<file path="src/rtl/lstm_fix_pkg.sv">
// Fixed-point types and helpers shared by the LSTM gate interpolators.
package lstm_fix_pkg;

    localparam int DATA_W = 8;
    localparam int ADDR_W = 4;
    localparam int FRAC_W = 4;

    typedef logic signed [DATA_W-1:0]        fix8_t;
    typedef logic signed [DATA_W:0]          diff_t;
    typedef logic signed [DATA_W+FRAC_W:0]   prod_t;
    typedef logic signed [DATA_W+1:0]        sum_t;

    localparam fix8_t FIX_MAX = {1'b0, {(DATA_W-1){1'b1}}};
    localparam fix8_t FIX_MIN = {1'b1, {(DATA_W-1){1'b0}}};

    // Clamp a widened sum back into the signed DATA_W range.
    function automatic fix8_t sat_fix(input sum_t x);
        if (x > sum_t'(FIX_MAX)) begin
            return FIX_MAX;
        end else if (x < sum_t'(FIX_MIN)) begin
            return FIX_MIN;
        end else begin
            return x[DATA_W-1:0];
        end
    endfunction

endpackage

</file>
<file path="src/rtl/forget_sig_interp_mac.sv">
// Combinational interpolation datapath: (next - base) * frac, then base + (prod >>> FRAC_W) saturated.
module forget_sig_interp_mac
    import lstm_fix_pkg::*;
(
    input  fix8_t              base_i,
    input  fix8_t              next_i,
    input  logic [FRAC_W-1:0]  frac_i,
    output prod_t              prod_o,
    input  fix8_t              acc_base_i,
    input  prod_t              acc_prod_i,
    output fix8_t              sum_o
);

    diff_t diff;
    prod_t frac_ext;
    prod_t shifted;
    sum_t  sum;

    always_comb begin
        diff     = diff_t'(next_i) - diff_t'(base_i);
        frac_ext = prod_t'($signed({1'b0, frac_i}));
        prod_o   = prod_t'(diff) * frac_ext;
    end

    // Shifted product fits well inside sum_t, so the narrowing cast loses nothing.
    always_comb begin
        shifted = acc_prod_i >>> FRAC_W;
        sum     = sum_t'(acc_base_i) + sum_t'(shifted);
        sum_o   = sat_fix(sum);
    end

endmodule

</file>
<file path="src/rtl/forget_sig_interp.sv">
// Forget-gate sigmoid: 3-stage piecewise-linear interpolation over an external LUT.
module forget_sig_interp
    import lstm_fix_pkg::*;
(
    input  logic              clk,
    input  logic              rst,
    input  logic              in_valid,
    output logic              in_ready,
    input  logic [DATA_W-1:0] in_data,
    output logic [ADDR_W-1:0] lut_address,
    input  logic [DATA_W-1:0] lut_base,
    input  logic [DATA_W-1:0] lut_next,
    output logic              out_valid,
    input  logic              out_ready,
    output logic [DATA_W-1:0] out_data
);

    logic              en;

    logic [DATA_W-1:0] s0_data_q;
    logic              s0_valid_q;

    fix8_t             s1_base_q;
    fix8_t             s1_next_q;
    logic [FRAC_W-1:0] s1_frac_q;
    logic              s1_valid_q;

    fix8_t             s2_base_q;
    prod_t             s2_prod_q;
    logic              s2_valid_q;

    fix8_t             out_data_q;
    logic              out_valid_q;

    prod_t             s2_prod_d;
    fix8_t             out_data_d;

    assign en          = !out_valid_q || out_ready;
    assign in_ready    = en;
    assign lut_address = s0_data_q[DATA_W-1 -: ADDR_W];
    assign out_valid   = out_valid_q;
    assign out_data    = out_data_q;

    forget_sig_interp_mac u_mac (
        .base_i     (s1_base_q),
        .next_i     (s1_next_q),
        .frac_i     (s1_frac_q),
        .prod_o     (s2_prod_d),
        .acc_base_i (s2_base_q),
        .acc_prod_i (s2_prod_q),
        .sum_o      (out_data_d)
    );

    // One global enable: a stalled output freezes every stage, including the LUT address.
    always_ff @(posedge clk) begin
        if (rst) begin
            s0_data_q   <= '0;
            s0_valid_q  <= 1'b0;
            s1_base_q   <= '0;
            s1_next_q   <= '0;
            s1_frac_q   <= '0;
            s1_valid_q  <= 1'b0;
            s2_base_q   <= '0;
            s2_prod_q   <= '0;
            s2_valid_q  <= 1'b0;
            out_data_q  <= '0;
            out_valid_q <= 1'b0;
        end else if (en) begin
            s0_data_q   <= in_data;
            s0_valid_q  <= in_valid;
            s1_base_q   <= fix8_t'(lut_base);
            s1_next_q   <= fix8_t'(lut_next);
            s1_frac_q   <= s0_data_q[FRAC_W-1:0];
            s1_valid_q  <= s0_valid_q;
            s2_base_q   <= s1_base_q;
            s2_prod_q   <= s2_prod_d;
            s2_valid_q  <= s1_valid_q;
            out_data_q  <= out_data_d;
            out_valid_q <= s2_valid_q;
        end
    end

endmodule

</file>
<file path="config.mk">
export PLATFORM = sky130hd
export DESIGN_NAME = forget_sig_interp
export DESIGN_NICKNAME = d
export VERILOG_FILES = /design/src/rtl/lstm_fix_pkg.sv /design/src/rtl/forget_sig_interp_mac.sv /design/src/rtl/forget_sig_interp.sv
export SDC_FILE = /design/constraint.sdc
export NUM_CORES = 1
export LEC_CHECK = 0
export ABC_AREA = 1
export ABC_CLOCK_PERIOD_IN_PS = 4750
export CAP_MARGIN = 20
export CORE_UTILIZATION = 50
export DETAILED_ROUTE_END_ITERATION = 8
export GPL_TIMING_DRIVEN = 0
export PLACE_DENSITY = 0.7
export SETUP_SLACK_MARGIN = 0.3
export SLEW_MARGIN = 20
export SYNTH_ARGS = -nofsm -noshare
export SYNTH_HDL_FRONTEND = slang
export SYNTH_SLANG_ARGS = --single-unit
</file>
<file path="constraint.sdc">
create_clock -name clk -period 4.75 [get_ports clk]
set_clock_uncertainty 0.1 [all_clocks]
set_input_delay 0.475 -clock clk [delete_from_list [all_inputs] [get_ports clk]]
set_output_delay 0.475 -clock clk [all_outputs]
set_load 0.02 [all_outputs]
</file>
* Word-level counts from Yosys, hierarchy flattened
Index checks and enable logic that the tools add are counted.
** Word-level totals
- Register bits :: 61
- Bits of input ports :: 28
- Output and inout port bits :: 14
- Logic and storage cells :: 20
** Cells by class
- $add $sub $neg :: 2
- Multipliers :: 1
- Magnitude comparators :: 2
- Multiplexer cells :: 2
- Reduce and logical (&&, ||, !) cells :: 2
** Operators by type and width (count)
- $mux W8 :: 2
- $mul A9 B5 Y13 :: 1
- $add A8 B9 Y10 :: 1
- $gt A10 B8 Y1 const B :: 1
- $lt A10 B8 Y1 const B :: 1
- $sub A8 B8 Y9 :: 1
- $logic_not A1 Y1 :: 1
- $logic_or A1 B1 Y1 :: 1

* Longest topological paths before layout
Gate-level depths: netlist of the first run.
- Depth after elaboration :: 4
- Gate-level depth with buffers :: 30
- Gate-level depth less buffers :: 30

* Hierarchy
Synthesis of the first run repeated with hierarchy kept, for this count alone.
** Second synthesis, totals
- Cells, all modules :: 733
- Area total of the unflattened synthesis :: 4844.6 sq um
** Modules (own cells, without submodules)
- forget_sig_interp :: instances 1, cells each 396, area each 2622.5 sq um, sequential area each 1221.2 sq um
- forget_sig_interp_mac :: instances 1, cells each 337, area each 2222.1 sq um, sequential area each 0.0 sq um

* Least setup slack after synthesis of the first run
Ideal clock, no wire load.
- Kind :: register -> register
- From :: register s1_base_q[2]
- To :: register s2_prod_q[12]
- Setup time :: 0.109 ns
- Arrival :: 4.133 ns
- Data required time :: 4.541 ns
- Setup slack :: 0.408 ns
- Cell stages (with the launch flop) :: 30
- Clock period less this slack :: 4.342 ns
- Path through :: dfxtp_1 -> inv_1 -> ha_1 -> a21oi_1 -> nand2_1 -> nand2_1 -> nand2_1 -> a21oi_1 -> inv_1 -> nand2_1 -> nand2_1 -> a21oi_1 -> nand2_1 -> nand2_1 -> nor2_1 -> ha_1 -> fa_1 -> inv_1 -> fa_1 -> inv_1 -> ha_1 -> inv_1 -> o21ai_0 -> a31oi_1 -> o211ai_1 -> inv_1 -> nand3_1 -> nand3_1 -> nand2_1 -> inv_1
** On the way
- Longest elaborated chain between the ends :: 2
** RTL lines
- from (decl) :: line forget_sig_interp.sv:23 : fix8_t s1_base_q;
- from (signal assigned) :: line forget_sig_interp.sv:71 : s1_base_q <= fix8_t'(lut_base);
- $sub A8 B8 Y9 :: line forget_sig_interp_mac.sv:20 : diff = diff_t'(next_i) - diff_t'(base_i);
- $mul A9 B5 Y13 :: line forget_sig_interp_mac.sv:22 : prod_o = prod_t'(diff) * frac_ext;
- to (signal assigned) :: line forget_sig_interp.sv:76 : s2_prod_q <= s2_prod_d;
- to (decl) :: line forget_sig_interp.sv:29 : prod_t s2_prod_q;
Every way passes these cells.
A chain may end at the register's enable or synchronous reset.

* Worst setup path in the final report of the first run
- From :: register s1_base_q[1]
- To :: register s2_prod_q[11]
The elaborated chain is that of the path after synthesis.

==> impl_metrics.sql, run 1 <==
INSERT INTO impl_metrics (metric_group, metric, value, unit) VALUES
('run_status', 'status', 'complete, no violations', ''),
('die', 'core.rowCount', '32', ''),
('placed_design', 'place.gp.congestion', '0.879', ''),
('pwr', 'power_density', '320', 'nW/um2'),
('detailed_routing', 'met3RoutedLength', '356', 'um'),
('yosys', 'post_synth_instance_area', '4080', 'um2'),
('yosys', 'yosys-top-cells-area', 'sky130_fd_sc_hd__dfxtp_1 (28%), sky130_fd_sc_hd__ha_1 (12%), sky130_fd_sc_hd__inv_1 (9.7%)', ''),
('clocking', 'cts_max_level', '3', ''),
('yosys', 'async_flop_share', '0', ''),
('pwr', 'p_clk_frac', '0.309', ''),
('clocking', 'tritoncts.num_buffers', '9', ''),
('final_layout', 'area_taken_by_flip_flops_and_latches', '1150', 'um2'),
('final_layout', 'fill_cells', '675', ''),
('yosys', 'largest_area_contributor_in_the_netlist', 'sky130_fd_sc_hd__dfxtp_1', ''),
('yosys', 'yosysWarnings', '0', ''),
('detailed_routing', 'drt_wl_cell', '13.7', 'um'),
('setup_path', 'worst_setup_path_start_kind', 'register', ''),
('setup_path', 'criticalPathCategory', 'reg -> reg', ''),
('clocking', 'tritoncts', 'done', ''),
('setup_path', 'cp.required', '4.87', 'ns'),
('pwr', 'power.static_leakage', '0.00255', 'uW'),
('die', 'die_height', '92.3', 'um'),
('final_layout', 'mostFrequentLayoutCells', 'sky130_fd_sc_hd__inv_1 (91), sky130_fd_sc_hd__nand2_1 (61), sky130_fd_sc_hd__nor2_1 (59), sky130_fd_sc_hd__o21ai_0 (58), sky130_fd_sc_hd__dfxtp_1 (53)', ''),
('timing', 'setup_slack', '0.366', 'ns'),
('pwr', 'power.switching_fraction', '0.352', ''),
('min_path', 'worst_min_path_class', 'reg -> reg', ''),
('die', 'core', '7810', 'um2'),
('yosys', 'mapped_nets', '648', ''),
('placed_design', 'pre_cts_ws', '-0.116', 'ns'),
('setup_path', 'worst_case_reg_to_reg_path_depth', '26', ''),
('final_layout', 'post-route-util', '0.672', ''),
('pwr', 'power_frac_seq', '0.335', ''),
('clocking', 'postCtsHoldBufs', '0', ''),
('placed_design', 'final_hpwl_dp', '7.58', 'mm'),
('yosys', 'post_synth.cell_area_avg', '7.24', 'um2'),
('setup_path', 'worstPathArrival', '4.51', 'ns'),
('timing', 'final_max_slew_viol_count', '0', ''),
('die', 'fp.dieArea', '8520', 'um2'),
('yosys', 'synth_edf_count', '0', ''),
('timing', 'max_freq', '228', 'MHz'),
('yosys', 'yosys.cell_types.count', '34', ''),
('clocking', 'clockBufferDepth', '2', ''),
('setup_path', 'critPathMaxFanout', '4', ''),
('clocking', 'cts_root_buf', 'sky130_fd_sc_hd__clkbuf_8', ''),
('detailed_routing', 'dr.pass1.iters', '4', ''),
('final_layout', 'instances_no_fill', '730', ''),
('die', 'floorplan.initialDensity', '0.522', ''),
('die', 'dieWidth', '92.3', 'um'),
('detailed_routing', 'num_vias', '3760', ''),
('pwr', 'total_switching_power', '591', 'uW'),
('global_routing', 'antenna_found_initial', '0', ''),
('detailed_routing', 'maxUsedRoutingLayer', 'met4', ''),
('timing', 'finalCriticalPeriod', '4.38', 'ns'),
('yosys', 'syn-instance-count', '563', ''),
('detailed_routing', 'antenna_left', '0', ''),
('clocking', 'clock_latency', '0.33', 'ns'),
('setup_path', 'setup.reg_to_reg.worst_slack', '0.37', 'ns'),
('placed_design', 'detailed_place.area', '4610', 'um2'),
('global_routing', 'gr-total-overflow', '0', ''),
('detailed_routing', 'routed_wirelength', '10.0', 'mm'),
('final_layout', 'layout.nets', '708', ''),
('detailed_routing', 'first_iter_violations', '132', ''),
('yosys', 'synth_seq_area_share', '0.280', ''),
('timing', 'fin_crit_sh', '0.923', ''),
('placed_design', 'port_buffers', '41', ''),
('min_path', 'hold_crit_depth', '2', ''),
('min_path', 'hold_end', 's2_valid_q', ''),
('detailed_routing', 'post_drt_via_cell_ratio', '5.15', ''),
('yosys', 'synth_flop_cell', 'sky130_fd_sc_hd__dfxtp_1', ''),
('clocking', 'cts_sinks', '57', ''),
('pwr', 'cell_internal_pwr', '1090', 'uW');
[layer usage]
layer	GRT usage	up-vias
li1	-	1905
met1	0.313	1778
met2	0.445	69
met3	0.0369	8
met4	0.0664	0
met5	0	-
[critical path, cell delays in order, from the launching register on]
cell and delay (ns):
sky130_fd_sc_hd__dfxtp_2 0.34, sky130_fd_sc_hd__inv_4 0.07, sky130_fd_sc_hd__ha_2 0.26, sky130_fd_sc_hd__nand3b_1 0.10, sky130_fd_sc_hd__nand2_1 0.08, sky130_fd_sc_hd__nand2_2 0.09
sky130_fd_sc_hd__nand2_2 0.07, sky130_fd_sc_hd__a21oi_2 0.14, sky130_fd_sc_hd__inv_2 0.05, sky130_fd_sc_hd__nand2_2 0.06, sky130_fd_sc_hd__nand2_2 0.05, sky130_fd_sc_hd__a21oi_2 0.12
sky130_fd_sc_hd__inv_1 0.06, sky130_fd_sc_hd__nand2_2 0.07, sky130_fd_sc_hd__nand2_4 0.09, sky130_fd_sc_hd__nor2_4 0.11, sky130_fd_sc_hd__ha_4 0.22, sky130_fd_sc_hd__fa_1 0.49
sky130_fd_sc_hd__fa_1 0.54, sky130_fd_sc_hd__ha_4 0.32, sky130_fd_sc_hd__inv_4 0.05, sky130_fd_sc_hd__nor4_4 0.30, sky130_fd_sc_hd__nand2_1 0.13, sky130_fd_sc_hd__nand4_1 0.11
sky130_fd_sc_hd__nand3_1 0.08, sky130_fd_sc_hd__o211ai_1 0.10, sky130_fd_sc_hd__inv_1 0.06
[cells in the mapped netlist, drive strengths merged (5+ instances only)]
| cell type | count |
|---|---|
| inv | 107 |
| nand2 | 80 |
| nor2 | 68 |
| o21ai | 62 |
| dfxtp | 57 |
| a21oi | 46 |
| ha | 38 |
| nand3 | 26 |
| fa | 19 |
| clkbuf | 16 |
| xor2 | 10 |
| buf | 5 |
| o211ai | 5 |
| o21bai | 5 |
[flip-flops by register name, summed over array words and instances (netlist names), 4 cells and up]
register   count
s2_base_q      8
s2_prod_q      9
s1_base_q      8
s1_frac_q      4
out_data       8
s1_next_q      8
s0_data_q      8
[cell families after synthesis]
family	count (synthesis)	synth area share
buffers and inverters	130	0.124
XOR/XNOR	13	0.0298
AO/OA/AOI/OAI	122	0.164
adder cells (fa/ha/maj)	57	0.210
AND/OR/NAND/NOR	184	0.193
flip-flops	57	0.280
[through the flow]
stage          power [uW]  hold slack (ns)  TNS [ns]
4_1_cts              1600            0.363         0
3_5_place_dp         1050            0.350    -0.217
5_1_grt              1780            0.379         0
6_report             1680            0.358         0
2_1_floorplan         904            0.330         0
3_3_place_gp         1040            0.344   -0.0688
[worst max path at each step]
| stage | start | to | slack, ns | depth (start not counted) |
|---|---|---|---|---|
| 2_1_floorplan | s1_base_q[2] | s2_prod_q[12] | 0.41 | 29 |
| 3_3_place_gp | s1_base_q[2] | s2_prod_q[12] | -0.07 | 30 |
| 3_5_place_dp | s1_base_q[2] | s2_prod_q[12] | -0.12 | 29 |
| 4_1_cts | s1_base_q[2] | s2_prod_q[12] | 0.30 | 30 |
| 5_1_grt | s1_base_q[2] | s2_prod_q[12] | 0.06 | 30 |
| 6_report | s1_base_q[1] | s2_prod_q[11] | 0.37 | 26 |
[power groups by stage]
stage,Sequential [uW],Combinational (uW),Clock (uW)
global route,568,666,541
CTS,560,520,523
global placement,568,473,0
detailed placement,570,482,0
finish,562,598,519
floorplan,584,320,0
[final cells by class]
class | instances | area share
clock buffer | 9 | 0.0236
clock inverter | 7 | 0.0193
sequential | 57 | 0.218
multi-input combinational | 376 | 0.527
inverter | 109 | 0.0794
tap | 102 | 0.0243
buffer | 21 | 0.0181
timing repair buffer | 49 | 0.0896
[repair_timing]
| action | CTS | global route |
|---|---|---|
| endpoints found under the setup margin | 6 | 6 |
| pin swaps | 14 | 39 |
| resized for setup | 25 | 54 |
| setup buffers | 2 | 6 |
Note: power is estimated with default switching activity, not from simulation.
==> inputs of run 2 (changes only) <==
--- a/config.mk
+++ b/config.mk
@@ -7,13 +7,14 @@
 export LEC_CHECK = 0
 export ABC_AREA = 1
 export ABC_CLOCK_PERIOD_IN_PS = 4750
-export CAP_MARGIN = 20
+export CORE_ASPECT_RATIO = 0.6
 export CORE_UTILIZATION = 50
 export DETAILED_ROUTE_END_ITERATION = 8
 export GPL_TIMING_DRIVEN = 0
-export PLACE_DENSITY = 0.7
+export PLACE_DENSITY = 0.69
 export SETUP_SLACK_MARGIN = 0.3
 export SLEW_MARGIN = 20
 export SYNTH_ARGS = -nofsm -noshare
 export SYNTH_HDL_FRONTEND = slang
+export SYNTH_HIERARCHICAL = 1
 export SYNTH_SLANG_ARGS = --single-unit
==> impl_metrics.sql, run 2 <==
INSERT INTO impl_metrics (metric_group, metric, value, unit) VALUES
('global_routing', 'grt_max_degree', '14', ''),
('die', 'io_pins', '42', ''),
('timing', 'setup-violations-final', '0', ''),
('clocking', 'clockBufferDepth', '2', ''),
('global_routing', 'via_count_of_the_first_global_routing_pass', '4143', ''),
('clocking', 'tritoncts.num_buffers', '9', ''),
('final_layout', 'regMostFlops', 's2_prod_q', ''),
('clocking', 'cts_max_level', '3', ''),
('pwr', 'ir_worst_vdd', '0.000176', 'V'),
('final_layout', 'drive_gt1_frac', '0.185', ''),
('pwr', 'total_power', '1860', 'uW'),
('detailed_routing', 'drt_wl_cell', '12.7', 'um'),
('final_layout', 'layout.cells.most_common', 'sky130_fd_sc_hd__nor2_1', ''),
('setup_path', 'critical_path.top_delay_family', 'adder cells', ''),
('timing', 'finalHoldViolations', '0', ''),
('setup_path', 'endpoint_kind', 'register', ''),
('timing', 'max-slew-margin-rel', '0.677', ''),
('clocking', 'tritoncts', 'done', ''),
('final_layout', 'area_taken_by_flip_flops_and_latches', '1150', 'um2'),
('die', 'core', '8780', 'um2'),
('timing', 'post_route_setup_tns', '0', 'ns'),
('setup_path', 'cpMaxStageDelayCell', 'sky130_fd_sc_hd__fa_1', ''),
('setup_path', 'critical_path.most_common_cell', 'sky130_fd_sc_hd__nor2_1', ''),
('pwr', 'total_switching_power', '678', 'uW'),
('detailed_routing', 'num_vias', '4341', ''),
('timing', 'rsz_0062_raised_after_global_routing', 'yes', ''),
('detailed_routing', 'routed_wirelength', '11.2', 'mm'),
('clocking', 'clock_latency', '0.33', 'ns'),
('pwr', 'power_frac_seq', '0.304', ''),
('setup_path', 'setup.reg_to_reg.worst_slack', '0.39', 'ns'),
('timing', 'finalCriticalPeriod', '4.36', 'ns'),
('detailed_routing', 'drc', '0', ''),
('final_layout', 'layout.nets', '858', ''),
('setup_path', 'critical_path_buf_inv_count', '3', ''),
('die', 'core.rowCount', '26', ''),
('setup_path', 'cp.required', '4.91', 'ns'),
('timing', 'final_max_slew_viol_count', '0', ''),
('final_layout', 'fill_cells', '782', ''),
('setup_path', 'worst_setup_path_start_kind', 'register', ''),
('clocking', 'cts_sinks', '57', ''),
('detailed_routing', 'first_iter_violations', '269', ''),
('setup_path', 'critical_path.cell_chain', 'inv_1 -> ha_1 -> nand3b_1 -> nand2_2 -> or2_2 -> nand2_1 -> nor2_1 -> ha_1 -> fa_1 -> inv_1 -> fa_1 -> inv_1 -> ha_2 -> a21oi_2 -> o21ai_2 -> a21oi_2 -> nor2_1 -> nor2_1 -> xnor2_1 -> nor2_1 -> nor2_1', ''),
('setup_path', 'worstPathArrival', '4.52', 'ns'),
('placed_design', 'place.gp.congestion', '0.832', ''),
('detailed_routing', 'antenna_left', '0', ''),
('pwr', 'cell_internal_pwr', '1190', 'uW'),
('clocking', 'cts_root_buf', 'sky130_fd_sc_hd__clkbuf_16', ''),
('final_layout', 'flip_flop_count_of_the_largest_register_after_layout', '9', ''),
('die', 'floorplan.initialDensity', '0.533', ''),
('pwr', 'power.switching_fraction', '0.364', ''),
('final_layout', 'area_growth', '26.3', '%'),
('clocking', 'clock_pin_slew_on_the_worst_setup_and_hold_paths', '0.06', 'ns'),
('detailed_routing', 'dr.pass1.iters', '5', ''),
('min_path', 'worst_min_path_class', 'reg -> reg', ''),
('timing', 'worst_pin_slew', '0.484', 'ns'),
('yosys', 'syn-instance-count', '708', ''),
('clocking', 'postCtsHoldBufs', '0', ''),
('global_routing', 'gr-total-overflow', '0', ''),
('global_routing', 'grt_usage', '0.242', ''),
('pwr', 'share_of_power_burned_in_combinational_logic', '0.365', ''),
('setup_path', 'criticalPathCategory', 'reg -> reg', ''),
('setup_path', 'max_stage_delay', '0.54', 'ns'),
('timing', 'max_freq', '229', 'MHz'),
('final_layout', 'mostFrequentLayoutCells', 'sky130_fd_sc_hd__nor2_1 (142), sky130_fd_sc_hd__nand2_1 (122), sky130_fd_sc_hd__inv_1 (120), sky130_fd_sc_hd__nand3_1 (69), sky130_fd_sc_hd__dfxtp_1 (51)', ''),
('global_routing', 'global_route_wire_length_before_repair', '18.8', 'mm'),
('min_path', 'hold_crit_depth', '2', ''),
('die', 'fp.dieArea', '9770', 'um2'),
('die', 'die_height', '76.9', 'um'),
('run_status', 'status', 'complete, no violations', ''),
('yosys', 'yosysWarnings', '6', ''),
('pwr', 'p_clk_frac', '0.331', ''),
('setup_path', 'critPathMaxFanout', '5', ''),
('pwr', 'power_density', '315', 'nW/um2'),
('global_routing', 'antenna_found_initial', '0', ''),
('placed_design', 'final_hpwl_dp', '8.29', 'mm'),
('die', 'dieWidth', '127', 'um'),
('yosys', 'post_synth.cell_area_avg', '6.61', 'um2'),
('final_layout', 'antenna-diode-count', '0', ''),
('yosys', 'post_synth_instance_area', '4680', 'um2'),
('setup_path', 'critical_path_cell_count', '21', ''),
('setup_path', 'worst_case_reg_to_reg_path_depth', '21', ''),
('yosys', 'mapped_nets', '796', ''),
('detailed_routing', 'post_drt_via_cell_ratio', '4.89', ''),
('flow_run', 'max-cap-violations', '0', ''),
('timing', 'fin_crit_sh', '0.918', ''),
('pwr', 'power.static_leakage', '0.00288', 'uW'),
('final_layout', 'multi_input_area', '3150', 'um2'),
('placed_design', 'port_buffers', '41', '');
-- run 2: power by group through the flow --
stage,sequential (uW),combinational (uW),clock [uW]
global placement,573,562,0
finish,566,680,617
floorplan,587,404,0
CTS,567,619,629
detailed placement,575,575,0
global route,574,758,653
-- run 2: metal layers --
| layer | vias up | GRT usage | share of wire |
|---|---|---|---|
| met1 | 1960 | 0.347 | 0.52 |
| met3 | 21 | 0.0454 | 0.048 |
| met5 | - | 0 | 0 |
| li1 | 2256 | - | - |
| met2 | 104 | 0.366 | 0.42 |
| met4 | 0 | 0.0774 | 0.015 |
-- run 2: area by class of cell --
cell class              count  share of cell area
inverters                 138              0.0885
repair buffers             51              0.0821
well taps                 112              0.0237
clock buffers               9              0.0381
flip-flops and latches     57               0.195
multi-input cells         484               0.534
clock inverters             7              0.0104
plain buffers              29              0.0286
-- run 2: per-stage QoR --
stage / worst slack (ns) / instance area (um2) / cells / util / hold slack [ns]
after floorplan: 0.486 / 4680 / 708 / - / 0.329
after global placement: 0.0450 / 5230 / 861 / 0.596 / 0.369
after detailed placement: 0.00802 / 5230 / 861 / 0.596 / 0.373
after CTS: 0.298 / 5710 / 881 / 0.651 / 0.378
after global routing: 0.209 / 5910 / 887 / 0.673 / 0.410
final: 0.390 / 5910 / 887 / 0.673 / 0.371
-- run 2: final timing paths --
check | start | to
worst max-delay path | s1_base_q[1] | s2_prod_q[10]
worst min-delay path | s2_valid_q | out_valid
worst max register to register | s1_base_q[1] | s2_prod_q[10]
worst min register to register | s2_valid_q | out_valid
-- run 2: worst register-to-register path: stages (launching register included) --
cell and delay [ns]:
sky130_fd_sc_hd__dfxtp_4 0.36, sky130_fd_sc_hd__inv_1 0.05, sky130_fd_sc_hd__ha_1 0.29, sky130_fd_sc_hd__nand3b_1 0.11, sky130_fd_sc_hd__nand2_2 0.10, sky130_fd_sc_hd__or2_2 0.30, sky130_fd_sc_hd__nand2_1 0.12, sky130_fd_sc_hd__nor2_1 0.06
sky130_fd_sc_hd__ha_1 0.33, sky130_fd_sc_hd__fa_1 0.54, sky130_fd_sc_hd__inv_1 0.05, sky130_fd_sc_hd__fa_1 0.54, sky130_fd_sc_hd__inv_1 0.06, sky130_fd_sc_hd__ha_2 0.33, sky130_fd_sc_hd__a21oi_2 0.21, sky130_fd_sc_hd__o21ai_2 0.10
sky130_fd_sc_hd__a21oi_2 0.15, sky130_fd_sc_hd__nor2_1 0.07, sky130_fd_sc_hd__nor2_1 0.14, sky130_fd_sc_hd__xnor2_1 0.13, sky130_fd_sc_hd__nor2_1 0.06, sky130_fd_sc_hd__nor2_1 0.09
-- run 2: timing repair --
action | 4_1_cts | 5_1_grt
endpoints found under the hold margin | 0 | 0
resized for setup | 30 | 52
setup buffers | 4 | 6
endpoints found under the setup margin | 6 | 6
pin swaps | 12 | 49
==> inputs of run 3 (changes only) <==
--- a/config.mk
+++ b/config.mk
@@ -7,10 +7,10 @@
 export LEC_CHECK = 0
 export ABC_AREA = 1
 export ABC_CLOCK_PERIOD_IN_PS = 4750
-export CORE_ASPECT_RATIO = 0.6
 export CORE_UTILIZATION = 50
 export DETAILED_ROUTE_END_ITERATION = 8
 export GPL_TIMING_DRIVEN = 0
+export HOLD_SLACK_MARGIN = 0.1
 export PLACE_DENSITY = 0.69
 export SETUP_SLACK_MARGIN = 0.3
 export SLEW_MARGIN = 20
==> impl_metrics.sql, run 3 (synthesis gave the netlist of run 2 again) <==
INSERT INTO impl_metrics (metric_group, metric, value, unit) VALUES
('setup_path', 'endpoint_kind', 'register', ''),
('die', 'fp.dieArea', '9750', 'um2'),
('global_routing', 'met1_usage', '0.272', ''),
('timing', 'worst_pin_slew', '0.447', 'ns'),
('setup_path', 'worstPathArrival', '4.56', 'ns'),
('min_path', 'hold_crit_depth', '2', ''),
('die', 'core.rowCount', '34', ''),
('setup_path', 'criticalPathCategory', 'reg -> reg', ''),
('detailed_routing', 'first_iter_violations', '185', ''),
('clocking', 'cts_max_level', '3', ''),
('placed_design', 'pre_cts_ws', '0.0623', 'ns'),
('detailed_routing', 'antenna_left', '0', ''),
('final_layout', 'layout.nets', '862', ''),
('detailed_routing', 'drt_wl_cell', '12.3', 'um'),
('final_layout', 'drive_gt1_frac', '0.180', ''),
('setup_path', 'worst_case_reg_to_reg_path_depth', '28', ''),
('min_path', 'hold_end', 'out_valid', ''),
('detailed_routing', 'dr.pass1.iters', '4', ''),
('min_path', 'worst_min_path_class', 'reg -> reg', ''),
('pwr', 'power.static_leakage', '0.00287', 'uW'),
('timing', 'finalHoldViolations', '0', ''),
('timing', 'max_freq', '228', 'MHz'),
('min_path', 'worstHoldStart', 's2_valid_q', ''),
('final_layout', 'post-route-util', '0.660', ''),
('global_routing', 'antenna_found_initial', '0', ''),
('placed_design', 'placed_instance_count', '857', ''),
('final_layout', 'regMostFlops', 's2_prod_q', ''),
('clocking', 'cts_sinks', '57', ''),
('clocking', 'postCtsHoldBufs', '0', ''),
('die', 'floorplan.initialDensity', '0.526', ''),
('setup_path', 'max_stage_delay', '0.51', 'ns'),
('global_routing', 'grt_max_degree', '12', ''),
('timing', 'post_route_setup_tns', '0', 'ns'),
('clocking', 'tritoncts', 'done', ''),
('die', 'die_height', '98.8', 'um'),
('setup_path', 'cpMaxStageDelayCell', 'sky130_fd_sc_hd__fa_1', ''),
('timing', 'setup-violations-final', '0', ''),
('setup_path', 'critical_path.most_common_cell', 'sky130_fd_sc_hd__inv_1', ''),
('final_layout', 'mostFrequentLayoutCells', 'sky130_fd_sc_hd__nor2_1 (143), sky130_fd_sc_hd__inv_1 (123), sky130_fd_sc_hd__nand2_1 (121), sky130_fd_sc_hd__nand3_1 (68), sky130_fd_sc_hd__dfxtp_1 (51)', ''),
('detailed_routing', 'post_drt_via_cell_ratio', '4.94', ''),
('final_layout', 'instances_no_fill', '887', ''),
('global_routing', 'via_count_of_the_first_global_routing_pass', '4062', ''),
('placed_design', 'port_buffers', '41', ''),
('clocking', 'clock_latency', '0.35', 'ns'),
('final_layout', 'area_growth', '25.4', '%'),
('placed_design', 'final_hpwl_dp', '7.85', 'mm'),
('die', 'io_pins', '42', ''),
('clocking', 'cts_root_buf', 'sky130_fd_sc_hd__clkbuf_8', ''),
('run_status', 'status', 'complete, no violations', ''),
('detailed_routing', 'routed_wirelength', '10.9', 'mm'),
('die', 'dieWidth', '98.8', 'um'),
('timing', 'setup_slack', '0.371', 'ns'),
('final_layout', 'layout.cells.most_common', 'sky130_fd_sc_hd__nor2_1', ''),
('pwr', 'power_density', '308', 'nW/um2'),
('setup_path', 'critPathMaxFanout', '6', ''),
('final_layout', 'antenna-diode-count', '0', ''),
('setup_path', 'cp.required', '4.93', 'ns'),
('setup_path', 'r2r_start', 's1_next_q[0]', ''),
('final_layout', 'finish.instance_area', '5870', 'um2'),
('placed_design', 'place.gp.congestion', '0.879', ''),
('global_routing', 'global_route_wire_length_before_repair', '17.4', 'mm'),
('die', 'core', '8890', 'um2'),
('global_routing', 'use_met3', '0.0433', ''),
('clocking', 'tritoncts.num_buffers', '9', ''),
('timing', 'finalCriticalPeriod', '4.38', 'ns'),
('pwr', 'ir_worst_vdd', '0.000218', 'V'),
('timing', 'rsz_0062_raised_after_global_routing', 'yes', ''),
('global_routing', 'gr-total-overflow', '0', ''),
('flow_run', 'max-cap-violations', '0', ''),
('setup_path', 'worst_setup_path_start_kind', 'register', ''),
('setup_path', 'setup.reg_to_reg.worst_slack', '0.37', 'ns'),
('clocking', 'clockBufferDepth', '2', ''),
('timing', 'final_max_slew_viol_count', '0', ''),
('global_routing', 'global_route.usage.met2', '0.389', ''),
('detailed_routing', 'drc', '0', ''),
('clocking', 'clock_pin_slew_on_the_worst_setup_and_hold_paths', '0.08', 'ns'),
('timing', 'fin_crit_sh', '0.922', ''),
('global_routing', 'top_usage_layer', 'met2', ''),
('timing', 'max-slew-margin-rel', '0.702', ''),
('placed_design', 'detailed_place.area', '5230', 'um2'),
('final_layout', 'flip_flop_count_of_the_largest_register_after_layout', '9', ''),
('detailed_routing', 'num_vias', '4385', ''),
('setup_path', 'r2r-end', 's2_prod_q[12]', ''),
('global_routing', 'grt_usage', '0.223', '');
## run 3: cell count changes in the layout (fill, tap and decap cells not counted), moves of 2 or more
cell / previous run / this run
sky130_fd_sc_hd__clkbuf_16: 9 / 0
sky130_fd_sc_hd__clkbuf_8: 0 / 9
sky130_fd_sc_hd__buf_4: 20 / 24
sky130_fd_sc_hd__bufinv_16: 0 / 3
sky130_fd_sc_hd__inv_1: 120 / 123
sky130_fd_sc_hd__inv_2: 14 / 12
sky130_fd_sc_hd__inv_6: 3 / 1
sky130_fd_sc_hd__nand2_2: 13 / 15
## run 3: power by group
group | leakage, uW | internal [uW] | total [uW] | switching (uW)
clock network | 0.000117 | 351 | 562 | 211
registers | 0.000474 | 530 | 565 | 34.8
logic | 0.00228 | 301 | 683 | 382
## run 3: critical path: cells and delay by family (launching register included)
family,cells,cell delay (ns)
and+or+nand+nor,12,0.92
adders and majority gates,6,2.13
AOI/OAI and AO/OA,1,0.27
buffers and inverters,9,0.57
DFF,1,0.34
## run 3: cell type report
class	count	area, um2
sequential	57	1150
clock inverter	6	115
tap	108	135
buffer	29	169
inverter	138	520
fill	794	3020
clock buffer	10	128
multi-input combinational	484	3140
timing repair buffer	55	515
## run 3: how the worst max path moves through the flow
| stage | end | depth (start not counted) | start | slack [ns] |
|---|---|---|---|---|
| 6_report | s2_prod_q[12] | 28 | s1_next_q[0] | 0.37 |
| 5_1_grt | s2_prod_q[12] | 25 | s1_base_q[7] | 0.14 |
| 4_1_cts | s2_prod_q[12] | 25 | s1_next_q[0] | 0.30 |
| 3_5_place_dp | s2_prod_q[10] | 23 | s1_base_q[2] | 0.06 |
| 3_3_place_gp | s2_prod_q[10] | 23 | s1_base_q[2] | 0.1 |
| 2_1_floorplan | s2_prod_q[12] | 25 | s1_next_q[0] | 0.49 |
## run 3: timing repair
action                                  in CTS  in global routing
pin swaps                                    8                 47
buffers inserted                             7                  7
resized for setup                           16                 58
endpoints found under the setup margin       5                  6
## run 3: per-stage QoR
stage	hold WS [ns]	power, uW
4_1_cts	0.374	1750
2_1_floorplan	0.329	991
3_3_place_gp	0.354	1130
6_report	0.376	1810
3_5_place_dp	0.361	1150
5_1_grt	0.402	1930
## run 3: layer usage
| metal | wire length (um) | vias up |
|---|---|---|
| met4 | 261 | 0 |
| met2 | 5260 | 89 |
| li1 | - | 2257 |
| met5 | 0 | - |
| met1 | 5010 | 2019 |
| met3 | 365 | 20 |
==> variant (flow settings as in run 3) <==
The package constant `ADDR_W` goes from 4 to 3.
--- a/src/rtl/lstm_fix_pkg.sv
+++ b/src/rtl/lstm_fix_pkg.sv
@@ -4,3 +4,3 @@
     localparam int DATA_W = 8;
-    localparam int ADDR_W = 4;
+    localparam int ADDR_W = 3;
     localparam int FRAC_W = 4;
Interface: changed (resized lut_address); port bits go from 42 to 41. The function was not compared with the original's and may differ.
==> variant against run 3 <==
  * Sequential cell count is 1 lower
  * Sequential power is 2% lower
  * Wire length is 5.0% lower
  * Setup slack lost 70 ps
  * Critical path depth fell by 3
  * Cell count decreased by 2.1%
  * Power down 15%
  * Clock power fell by 40%
  * Cell area is 4.8% lower
  * Utilization shrank 2.9 points
  * Area after synthesis shrank 1.1%
  * Largest cell class unchanged
  * Highest routed layer unchanged
==> variant: results (changes against run 3) <==
| Metric | Value |
|---|---|
| Worst R2R Path Depth | 25 (-11%) |
| Root buf cell | clkbuf_8 |
| Initial DRT Pass Iterations | 5 (+1) |
| Vias in the first global route | 4,045 (-0.42%) |
| Ys Warns | 6 (unchanged) |
| Static Leak | 2.759 nW (-3.9%) |
| Crit-path max cell delay | 530 ps (+20 ps) |
| Fillcell total | 831 (+4.7%) |
| Drt initial violations | 174 (-5.9%) |
| Area of placed instances | 0.005152 mm² (-1.4%) |
| Max FFs per register | 9 (unchanged) |
| Largest net degree at the start of global routing | 19 (+7) |
| Global-route usage over all layers | 21.87% (-0.47 points) |
| Vias/cell | 4.843 (-2.0%) |
| RD Place Congestion | 0.8411 (-4.3%) |
| Cell count after synthesis | 701 (-0.99%) |
| Final #Nets | 847 (-1.7%) |
| Post-Syn Nets | 789 (-0.88%) |
| PortBufs | 39 (-4.9%) |
| CTS clk-pin slew, worst paths | 110 ps (+30 ps) |
| Outcome | finished, final reports clean |
| Share of layout cells above drive strength 1 | 15.13% (-2.8 points) |
| Cells on Worst Hold Path | 2 (unchanged) |
| Global-route wire length before repair | 17,470 µm (+0.55%) |
| MaxCap Viol Count | 0 (unchanged) |
| Worst-path maximum fanout | 4 (-2) |
| WL/cell | 11.94 µm (-2.9%) |
| Number of buffers created by CTS | 5 (-4) |
| Non-Filler Instances | 868 (-2.1%) |
| Antenna cell count | 0 (unchanged) |
| Worst-Skew Late Latency | 320 ps (-30 ps) |
| Pre-CTS WS | 25.68 ps (-36.61 ps) |
| Max-slew violation count | 0 (unchanged) |
| HP Class | reg -> reg |
| Least-Margin Pin Slew | 436.9 ps (-10.40 ps) |
| Slowest-stage cell, CP | fa_1 |
| Clock Path Buffers | 2 (unchanged) |
| Largest Register | s2_prod_q |
| Crit path DAT | 4580 ps (+20 ps) |
| Dpl hpwl | 7704 µm (-1.9%) |
| Initial antenna violation count | 0 (unchanged) |
| Peak supply drop | 0.0001580 V (-27%) |
| H-tree levels | 2 (-1) |
variant: path summary, 6_finish.rpt:
| check | startpoint | endpoint | slack, ps |
|---|---|---|---|
| setup / recovery | s1_base_q[2] | s2_prod_q[12] | 300 |
| hold / removal | s2_valid_q | out_valid | 380 |
| hold reg to reg | s2_valid_q | out_valid | 380 |
| setup reg to reg | s1_base_q[2] | s2_prod_q[12] | 300 |
variant: area by class of cell:
cell class	instances	area, µm²	area share (%)
multi-input combinational	480	3055	54.69
sequential	56	1129	20.20
timing repair buffer	51	480.5	8.600
clock buffer	5	68.82	1.232
buffer	28	155.1	2.777
tap	108	135.1	2.419
clock inverter	3	46.29	0.8287
inverter	137	516.7	9.250
variant: critical path: cells and delay by family, from the launching register on:
kind	cells	cell delay, ps
simple gates	11	1020
flops	1	360
buf+inv	7	540
fa+ha+maj	5	1960
compound gates	1	190
xor+xnor	1	190
variant: per-layer routing:
metal  part of all wire (%)  GRT usage [%]  wire length, µm
met2                     48          38.62             4972
met4                    1.2          5.970              121
met1                     48          28.33             4971
met5                      0              0                0
met3                    2.9          2.362              297
variant: power by group:
| group | leakage [nW] | switching (mW) | internal [mW] |
|---|---|---|---|
| Sequential | 0.465 | 0.0329 | 0.521 |
| Clock | 0.0600 | 0.175 | 0.160 |
| Combinational | 2.23 | 0.364 | 0.285 |
variant: repair_timing:
item | CTS | global route
gates resized for setup | 21 | 32
hold buffers | 0 | 0
setup endpoints to repair | 5 | 6
setup buffers | 8 | 4
cloned | 0 | 0
pin swaps | 15 | 32
